[src/rtl/tri_root_pkg.sv]
// Shared widths and controller state encoding for the triangular-root decoder.
package tri_root_pkg;

    localparam int unsigned VALUE_W = 13;
    localparam int unsigned N_W     = 7;
    localparam int unsigned REM_W   = 8;
    // k reaches 128 on the worst-case operand, one bit wider than n_out
    localparam int unsigned K_W     = 8;

    typedef enum logic [1:0] {
        IDLE,
        RUN,
        DONE
    } state_e;

endpackage

[src/rtl/tri_root_if.sv]
// Request/result bundle between a requester and the triangular-root decoder.
interface tri_root_if;
    import tri_root_pkg::*;

    logic               start;
    logic [VALUE_W-1:0] value;
    logic [N_W-1:0]     n_out;
    logic [REM_W-1:0]   rem_out;
    logic               exact;
    logic               busy;
    logic               finish;

    modport master (
        output start,
        output value,
        input  n_out,
        input  rem_out,
        input  exact,
        input  busy,
        input  finish
    );

    modport slave (
        input  start,
        input  value,
        output n_out,
        output rem_out,
        output exact,
        output busy,
        output finish
    );

endinterface

[src/rtl/tri_root_datapath.sv]
// Running remainder and next triangular step: rem -= k, k += 1 while rem >= k.
module tri_root_datapath
    import tri_root_pkg::*;
(
    input  logic               clk,
    input  logic               rst,
    input  logic               load,
    input  logic               step,
    input  logic [VALUE_W-1:0] value,
    output logic               ge,
    output logic [VALUE_W-1:0] rem,
    output logic [K_W-1:0]     k
);

    logic [VALUE_W-1:0] rem_q, rem_d;
    logic [K_W-1:0]     k_q, k_d;

    always_comb begin
        rem_d = rem_q;
        k_d   = k_q;
        if (load) begin
            rem_d = value;
            k_d   = K_W'(1);
        end else if (step) begin
            // step is only issued when ge holds, so neither register wraps
            rem_d = rem_q - VALUE_W'(k_q);
            k_d   = k_q + K_W'(1);
        end
    end

    always_ff @(posedge clk or negedge rst) begin
        if (!rst) begin
            rem_q <= '0;
            k_q   <= '0;
        end else begin
            rem_q <= rem_d;
            k_q   <= k_d;
        end
    end

    assign ge  = rem_q >= VALUE_W'(k_q);
    assign rem = rem_q;
    assign k   = k_q;

endmodule

[src/rtl/tri_root.sv]
// Triangular-root decoder: finds the largest n with n(n+1)/2 <= value, plus remainder.
module tri_root
    import tri_root_pkg::*;
(
    input  logic       clk,
    input  logic       rst,
    tri_root_if.slave  bus
);

    state_e state_q, state_d;

    logic               load;
    logic               step;
    logic               latch;
    logic               ge;
    logic [VALUE_W-1:0] rem;
    logic [K_W-1:0]     k;

    logic [N_W-1:0]   n_out_q;
    logic [REM_W-1:0] rem_out_q;
    logic             exact_q;

    tri_root_datapath u_datapath (
        .clk   (clk),
        .rst   (rst),
        .load  (load),
        .step  (step),
        .value (bus.value),
        .ge    (ge),
        .rem   (rem),
        .k     (k)
    );

    always_comb begin
        state_d = state_q;
        load    = 1'b0;
        step    = 1'b0;
        latch   = 1'b0;
        unique case (state_q)
            IDLE: begin
                if (bus.start) begin
                    load    = 1'b1;
                    state_d = RUN;
                end
            end
            RUN: begin
                if (ge) begin
                    step = 1'b1;
                end else begin
                    latch   = 1'b1;
                    state_d = DONE;
                end
            end
            DONE: begin
                state_d = IDLE;
            end
            default: begin
                state_d = IDLE;
            end
        endcase
    end

    always_ff @(posedge clk or negedge rst) begin
        if (!rst) begin
            state_q <= IDLE;
        end else begin
            state_q <= state_d;
        end
    end

    // Final rem < k <= 128, so narrowing to REM_W and k-1 to N_W loses nothing
    always_ff @(posedge clk or negedge rst) begin
        if (!rst) begin
            n_out_q   <= '0;
            rem_out_q <= '0;
            exact_q   <= 1'b0;
        end else if (latch) begin
            n_out_q   <= N_W'(k - K_W'(1));
            rem_out_q <= REM_W'(rem);
            exact_q   <= (rem == '0);
        end
    end

    assign bus.n_out   = n_out_q;
    assign bus.rem_out = rem_out_q;
    assign bus.exact   = exact_q;
    assign bus.busy    = (state_q != IDLE);
    assign bus.finish  = (state_q == DONE);

endmodule

[src/flat_wrapper.sv]
// flat-port wrapper written by rule: the top's interface ports become plain ports
module tri_root_flat import tri_root_pkg::*;
  (clk, rst, bus_start, bus_value, bus_n_out, bus_rem_out, bus_exact, bus_busy, bus_finish);
  tri_root_if bus_i ();
  input  logic clk;
  input  logic rst;
  input wire logic [$bits(bus_i.start)-1:0] bus_start;
  input wire logic [$bits(bus_i.value)-1:0] bus_value;
  output wire logic [$bits(bus_i.n_out)-1:0] bus_n_out;
  output wire logic [$bits(bus_i.rem_out)-1:0] bus_rem_out;
  output wire logic [$bits(bus_i.exact)-1:0] bus_exact;
  output wire logic [$bits(bus_i.busy)-1:0] bus_busy;
  output wire logic [$bits(bus_i.finish)-1:0] bus_finish;
  assign bus_i.start = bus_start;
  assign bus_i.value = bus_value;
  assign bus_n_out = bus_i.n_out;
  assign bus_rem_out = bus_i.rem_out;
  assign bus_exact = bus_i.exact;
  assign bus_busy = bus_i.busy;
  assign bus_finish = bus_i.finish;
  tri_root u_core (.clk(clk), .rst(rst), .bus(bus_i));
endmodule
[config.mk]
export PLATFORM = sky130hd
export DESIGN_NAME = tri_root_flat
export DESIGN_NICKNAME = d
export VERILOG_FILES = /design/src/rtl/tri_root_pkg.sv /design/src/rtl/tri_root_if.sv /design/src/rtl/tri_root_datapath.sv /design/src/rtl/tri_root.sv /design/src/flat_wrapper.sv
export SDC_FILE = /design/constraint.sdc
export NUM_CORES = 1
export LEC_CHECK = 0
export ABC_AREA = 1
export CORE_AREA = 4 4 88 90
export DETAILED_ROUTE_END_ITERATION = 6
export DIE_AREA = 0 0 92 94
export GPL_TIMING_DRIVEN = 0
export PLACE_DENSITY_LB_ADDON = 0.2
export REMOVE_ABC_BUFFERS = 1
export SYNTH_ARGS = -nofsm -noshare
export SYNTH_HDL_FRONTEND = slang
export SYNTH_SLANG_ARGS = --single-unit
[constraint.sdc]
create_clock -name clk -period 4.3 [get_ports clk]
set_clock_uncertainty 0.2 [all_clocks]
set_input_delay 0.645 -clock clk [delete_from_list [all_inputs] [get_ports clk]]
set_output_delay 0.645 -clock clk [all_outputs]
set_load 0.02 [all_outputs]
==> results of run 1 <==
-- where the power goes --
part | internal [mW] | leakage, nW | switching, mW
Clock | 0.114 | 0.0412 | 0.143
Combinational | 0.656 | 0.954 | 1.04
Sequential | 0.539 | 0.487 | 0.134
-- Yosys cell counts, types with 3 or more instances --
library cell / instances
a21oi_1: 3
buf_2: 5
buf_6: 3
dfrtp_1: 39
ha_1: 10
inv_1: 37
nand2_1: 106
nand2_2: 5
nand3_1: 40
nand3_2: 5
nand4_1: 3
nor2_1: 18
nor2_2: 4
nor3_1: 4
o21ai_0: 5
o21ai_1: 16
o21ai_2: 8
xnor2_1: 4
xor2_1: 10
-- worst register-to-register path: stages, from the launching register on --
cell and delay, ns:
dfrtp_1 0.50, inv_1 0.13, ha_1 0.40, nand2_2 0.10
nor2_2 0.13, nand2_1 0.07, nand3_2 0.10, nand2_2 0.08
nand3_4 0.09, inv_2 0.04, nand2_2 0.42, inv_4 0.10
nand3_1 0.10, nand2_1 0.05
-- worst min-delay path by stage --
stage,cells after the start,startpoint,to
after detailed placement,2,u_core.bus.rem_out[7],u_core.bus.rem_out[7]
after floorplan,0,rst,u_core.bus.exact
after global routing,1,rst,u_core.u_datapath.k[1]
after CTS,1,rst,u_core.bus.rem_out[7]
after global placement,2,u_core.bus.exact,u_core.bus.exact
final,1,rst,u_core.u_datapath.k[6]
-- through the flow --
step                      hold slack, ns  setup slack, ns  total power, mW  instance area, sq um  std cells
after floorplan                    0.149             2.11             1.94                  2490        330
after global placement             0.269             1.30             2.36                  2940        462
after detailed placement           0.267             1.32             2.39                  2960        463
after CTS                         0.0734             1.64             2.66                  3040        471
after global routing              0.0833             1.45             2.92                  3040        471
final                             0.0649             1.68             2.62                  3040        471
-- flip-flops by register name (all words and copies together) (netlist names) --
signal / flops
u_core.u_datapath.k: 8
u_core.state_q: 2
u_core.bus.exact: 1
u_core.bus.rem_out: 8
u_core.bus.n_out: 7
u_core.u_datapath.rem: 13
-- per-layer routing --
metal | up-vias | global-route usage [%] | wire length (um)
met4 | 0 | 4.83 | 53
met5 | - | 0 | 0
met1 | 1010 | 19.7 | 2730
li1 | 1146 | - | -
met3 | 4 | 2.40 | 209
met2 | 39 | 24.1 | 2830
-- area by class of cell --
cell class | instances | area (sq um) | share of cell area [%]
Sequential cell | 39 | 976 | 32.1
Clock buffer | 6 | 72.6 | 2.38
Multi-Input combinational cell | 251 | 1360 | 44.7
Inverter | 40 | 153 | 5.02
Tap cell | 99 | 124 | 4.07
Clock inverter | 2 | 12.5 | 0.411
Timing Repair Buffer | 34 | 345 | 11.3
-- cell families (layout without fill, tap and decap cells) --
kind of cell               after synthesis  after routing
AOI/OAI and AO/OA                       34             34
xor gates and xnor gates                14             14
adders and majority gates               11             11
buffers and inverters                   52             82
DFF                                     39             39
and+or+nand+nor                        192            192
==> flow_summary_export.csv, run 1 <==
group,metric,value,unit
status,status,"finished clean",
clock_network,htreeDepth,2,
sta,finalHoldViolCount,0,
sta,finalSetupViolations,0,
clock_network,cts-buffers-inserted,5,
logic_synthesis,syn_area,2590,sq um
placement,hpwlAfterDp,4330,um
worst_setup_path,critPathTopFamily,"buffers and inverters",
worst_setup_path,cp_slowest_cell,"clkinv_1",
route,totalWireLength,5820,um
logic_synthesis,synth_area_per_cell,7.56,sq um
global_route,overflow,0,
logic_synthesis,yosys.area_share.adder,5.61,%
die,core_area,7060,sq um
route,dr_total_vias,2199,
clock_network,clockBufferDepth,2,
finish,drive_above_1_share,10.8,%
die,row_count,31,
global_route,grt_pass1_wl,9960,um
die,die_h,94,um
worst_setup_path,reg2reg_to,"u_core.bus.exact",
global_route,grt_antenna_before_repair,0,
worst_setup_path,required,4.33,ns
finish,diodes,0,
global_route,first_global_vias,2107,
clock_network,postCtsHoldBufs,0,
sta,rsz0062_at_grt,"false",
finish,layout_common_cells,"nand2_1, nand3_1, dfrtp_1",
worst_setup_path,path_buf_inv,2,
worst_setup_path,worstSetupStartpoint,"bus_start",
die,io_pins,34,
die,die-area,8650,sq um
finish,nFillCells,780,
logic_synthesis,async_reset_ff_share,100,%
finish,syn_to_final_growth,17.7,%
logic_synthesis,syn_inst,342,
power,p_leak,1.48,nW
logic_synthesis,synth_top_area_cell,"dfrtp_1",
placement,portBuffers,33,
worst_setup_path,max_stage_delay,0.64,ns
logic_synthesis,yosysWarnings,0,
worst_setup_path,worstPathMaxFanout,25,
logic_synthesis,yosys.area_share.simple,33.9,%
route,first_iter_violations,108,
sta,fin_crit,2.62,ns
route,drc_errors,0,
worst_setup_path,crit_cells,6,
logic_synthesis,ys_types,33,
sta,fmax,382,MHz
clock_network,insertion_delay,0.30,ns
die,die_w,92,um
worst_setup_path,r2r-start,"u_core.u_datapath.k[3]",
logic_synthesis,synthMuxAreaShare,0,%
worst_setup_path,ff2ff_path_depth,13,
power,power_density,863,nW/um^2
clock_network,cts_sinks,39,
route,ant_nets,0,
route,firstDrtPassIters,4,
clock_network,clk_pin_slew,0.08,ns
logic_synthesis,ys_top_cells_by_area,"dfrtp_1, nand2_1, nand3_1, inv_1, ha_1",
logic_synthesis,synth_compound_area_share,8.32,%
placement,gp_congestion,0.854,
worst_setup_path,path_cells,"clkdlybuf4s50_1 > nand2_2 > clkinv_1 > o21ai_0 > nand2_1 > o21ai_2",
logic_synthesis,synth_top_family_by_area,"simple AND/OR/NAND/NOR gates",
clock_network,cts-root-buf,"clkbuf_8",
route,via_per_inst,4.67,
logic_synthesis,yosysSeqAreaShare,37.7,%
sta,tns,0,ns
clock_network,cts_tree,"yes",
clock_network,post_cts_buffers,0,
sta,slew_headroom,61.6,%
worst_setup_path,crit_end,"u_core.u_datapath.rem[3]",
worst_setup_path,rrSetupSlack,1.69,ns
logic_synthesis,synth_xor_area_share,4.74,%
global_route,grt_usage,14.7,%
worst_setup_path,crit_arrival,2.65,ns
sta,fin_crit_sh,60.9,%
worst_setup_path,startpoint_type,"input port",
sta,finalMaxSlewViolations,0,
worst_setup_path,criticalPathCategory,"in2reg",
hold_path,min_path_type,"in2async",
logic_synthesis,synth_flop_cell,"dfrtp_1",
flow_run,cap_violations,0,
finish,layout_commonest_cell,"nand2_1",
finish,fin_nets,398,
logic_synthesis,synthDominantCellAreaShare,37.7,%
sta,worstMarginPinSlew,0.573,ns
route,drt-wirelength-per-cell,12.4,um
power,vdd_drop_max,0.311,mV
die,initial_core_util,36.6,%
logic_synthesis,synth-seq-cells,39,
global_route,grt_start_max_net_pins,32,
logic_synthesis,synth_edf_count,0,
finish,fin_util,43.1,%
clock_network,cts_resized,0,
worst_setup_path,cp-end-kind,"flop",
No activity file was read; power rests on OpenSTA's default activity.
==> run 2: changes to the inputs <==
Clock period 4.3 ns to 2.17 ns, I/O delays scaled along.
==> run 2 against run 1 <==
Via count rose by 9.5%. Final cell count rose by 5.9%. Final area rose by 15%. Critical path type is now reg2reg. Highest routed layer unchanged.
==> flow_summary_export.csv, run 2 (same netlist as run 1, synthesis figures left out) <==
group,metric,value,unit
status,status,"finished clean",
global_route,first_global_vias,2252,
worst_setup_path,crit_end,"u_core.u_datapath.k[0]",
global_route,grt_pass1_wl,11000,um
sta,whs,0.287,ns
clock_network,cts-buffers-inserted,5,
worst_setup_path,cp-end-kind,"flop",
finish,fin_util,49.4,%
worst_setup_path,worstSetupStartpoint,"u_core.u_datapath.k[2]",
finish,diodes,0,
worst_setup_path,ff2ff_path_depth,12,
route,ant_nets,0,
placement,portBuffers,33,
finish,syn_to_final_growth,34.9,%
placement,placement.cell_area,2960,sq um
worst_setup_path,required,2.14,ns
worst_setup_path,r2r-start,"u_core.u_datapath.k[2]",
route,dr_total_vias,2409,
placement,gp_congestion,0.854,
worst_setup_path,criticalPathCategory,"reg2reg",
clock_network,clk_pin_slew,0.09,ns
clock_network,insertion_delay,0.31,ns
finish,largest_reg_flops,13,
route,totalWireLength,6920,um
die,die_w,92,um
sta,finalMaxSlewViolations,0,
sta,fmax,472,MHz
finish,layout_common_cells,"nand2_1, nand3_1, dfrtp_1",
global_route,grt_antenna_before_repair,0,
route,drc_errors,0,
route,drt-wirelength-per-cell,13.9,um
finish,drive_above_1_share,24.0,%
power,vdd_drop_max,0.742,mV
clock_network,cts-root-buf,"clkbuf_8",
die,die-area,8650,sq um
placement,hpwlAfterDp,4330,um
die,initial_core_util,36.6,%
sta,tns,0,ns
global_route,overflow,0,
placement,pre_cts_slack,-0.490,ns
clock_network,cts_sinks,39,
route,via_per_inst,4.83,
finish,layout_commonest_cell,"nand2_1",
worst_setup_path,worstPathMaxFanout,8,
worst_setup_path,rrSetupSlack,0.05,ns
finish,fin_area,3490,sq um
clock_network,cts_tree,"yes",
hold_path,min_path_type,"in2async",
clock_network,clockBufferDepth,2,
sta,finalSetupViolations,0,
sta,finalHoldViolCount,0,
sta,fin_crit,2.12,ns
sta,slew_headroom,52.0,%
route,first_iter_violations,167,
die,die_h,94,um
sta,worstMarginPinSlew,0.720,ns
worst_setup_path,reg2reg_to,"u_core.u_datapath.k[0]",
power,p_leak,1.64,nW
flow_run,cap_violations,0,
worst_setup_path,crit_arrival,2.09,ns
global_route,grt_start_max_net_pins,28,
route,firstDrtPassIters,4,
die,io_pins,34,
sta,setup_ws,0.0520,ns
global_route,grt_usage,16.4,%
power,power_density,1800,nW/um^2
die,core_area,7060,sq um
sta,fin_crit_sh,97.6,%
clock_network,htreeDepth,2,
finish,fin_nets,426,
worst_setup_path,startpoint_type,"flop",
die,row_count,31,
[run 2: cell types whose count changed in the layout (fill, tap and decap cells not counted), sizes merged]
| cell | delta |
|---|---|
| buf | +23 |
| dlygate4sd3 | +1 |
| nand2 | +4 |
[run 2: how the worst min path moves through the flow]
stage,start,endpoint,cells after the start
4_1_cts,u_core.bus.rem_out[1],u_core.bus.rem_out[1],2
2_1_floorplan,rst,u_core.bus.exact,0
3_5_place_dp,rst,u_core.u_datapath.k[6],1
5_1_grt,u_core.bus.n_out[6],u_core.bus.n_out[6],2
6_report,rst,u_core.u_datapath.k[6],2
3_3_place_gp,u_core.bus.exact,u_core.bus.exact,2
[run 2: metrics by stage]
stage / std cells / power (mW)
detailed placement: 463 / 4.75
global placement: 462 / 4.67
global route: 499 / 6.85
CTS: 483 / 5.76
floorplan: 330 / 3.85
finish: 499 / 6.26
[run 2: per-layer routing]
layer	routed length (um)	track usage, %	vias up	share of wire, %
met5	0	0	-	0
met4	113	5.94	0	1.6
met3	313	2.72	10	4.5
met2	3410	27.7	56	49
met1	3090	21.1	1132	45
li1	-	-	1211	-
[run 2: layout make-up]
| class | count | area (sq um) |
|---|---|---|
| Timing Repair Buffer | 58 | 544 |
| Fill cell | 730 | 3570 |
| Inverter | 40 | 161 |
| Clock buffer | 6 | 72.6 |
| Sequential cell | 39 | 981 |
| Tap cell | 99 | 124 |
| Clock inverter | 2 | 12.5 |
| Multi-Input combinational cell | 255 | 1590 |
[run 2: repair_timing]
item / CTS / global route
hold buffers: 1 / 0
cloned: 3 / 1
endpoints found under the hold margin: 15 / 0
buffers inserted: 8 / 15
gates resized for setup: 25 / 22
pin swaps: 0 / 9
setup endpoints to repair: 39 / 38
[run 2: critical path: stages (launching register included)]
cell     delay [ns]
dfrtp_2        0.39
inv_2          0.06
ha_4           0.29
nand2_2        0.07
nor2_2         0.15
nand2_1        0.09
nand3_2        0.08
nand2_2        0.08
nand3_4        0.13
nand2_8        0.15
buf_6          0.20
nand2_2        0.05
nand3_1        0.05
[run 2: where the power goes]
| part | internal, mW | total (mW) | switching (mW) |
|---|---|---|---|
| logic | 1.87 | 4.41 | 2.54 |
| clock network | 0.225 | 0.508 | 0.283 |
| registers | 1.07 | 1.34 | 0.270 |
| total | 3.17 | 6.26 | 3.09 |
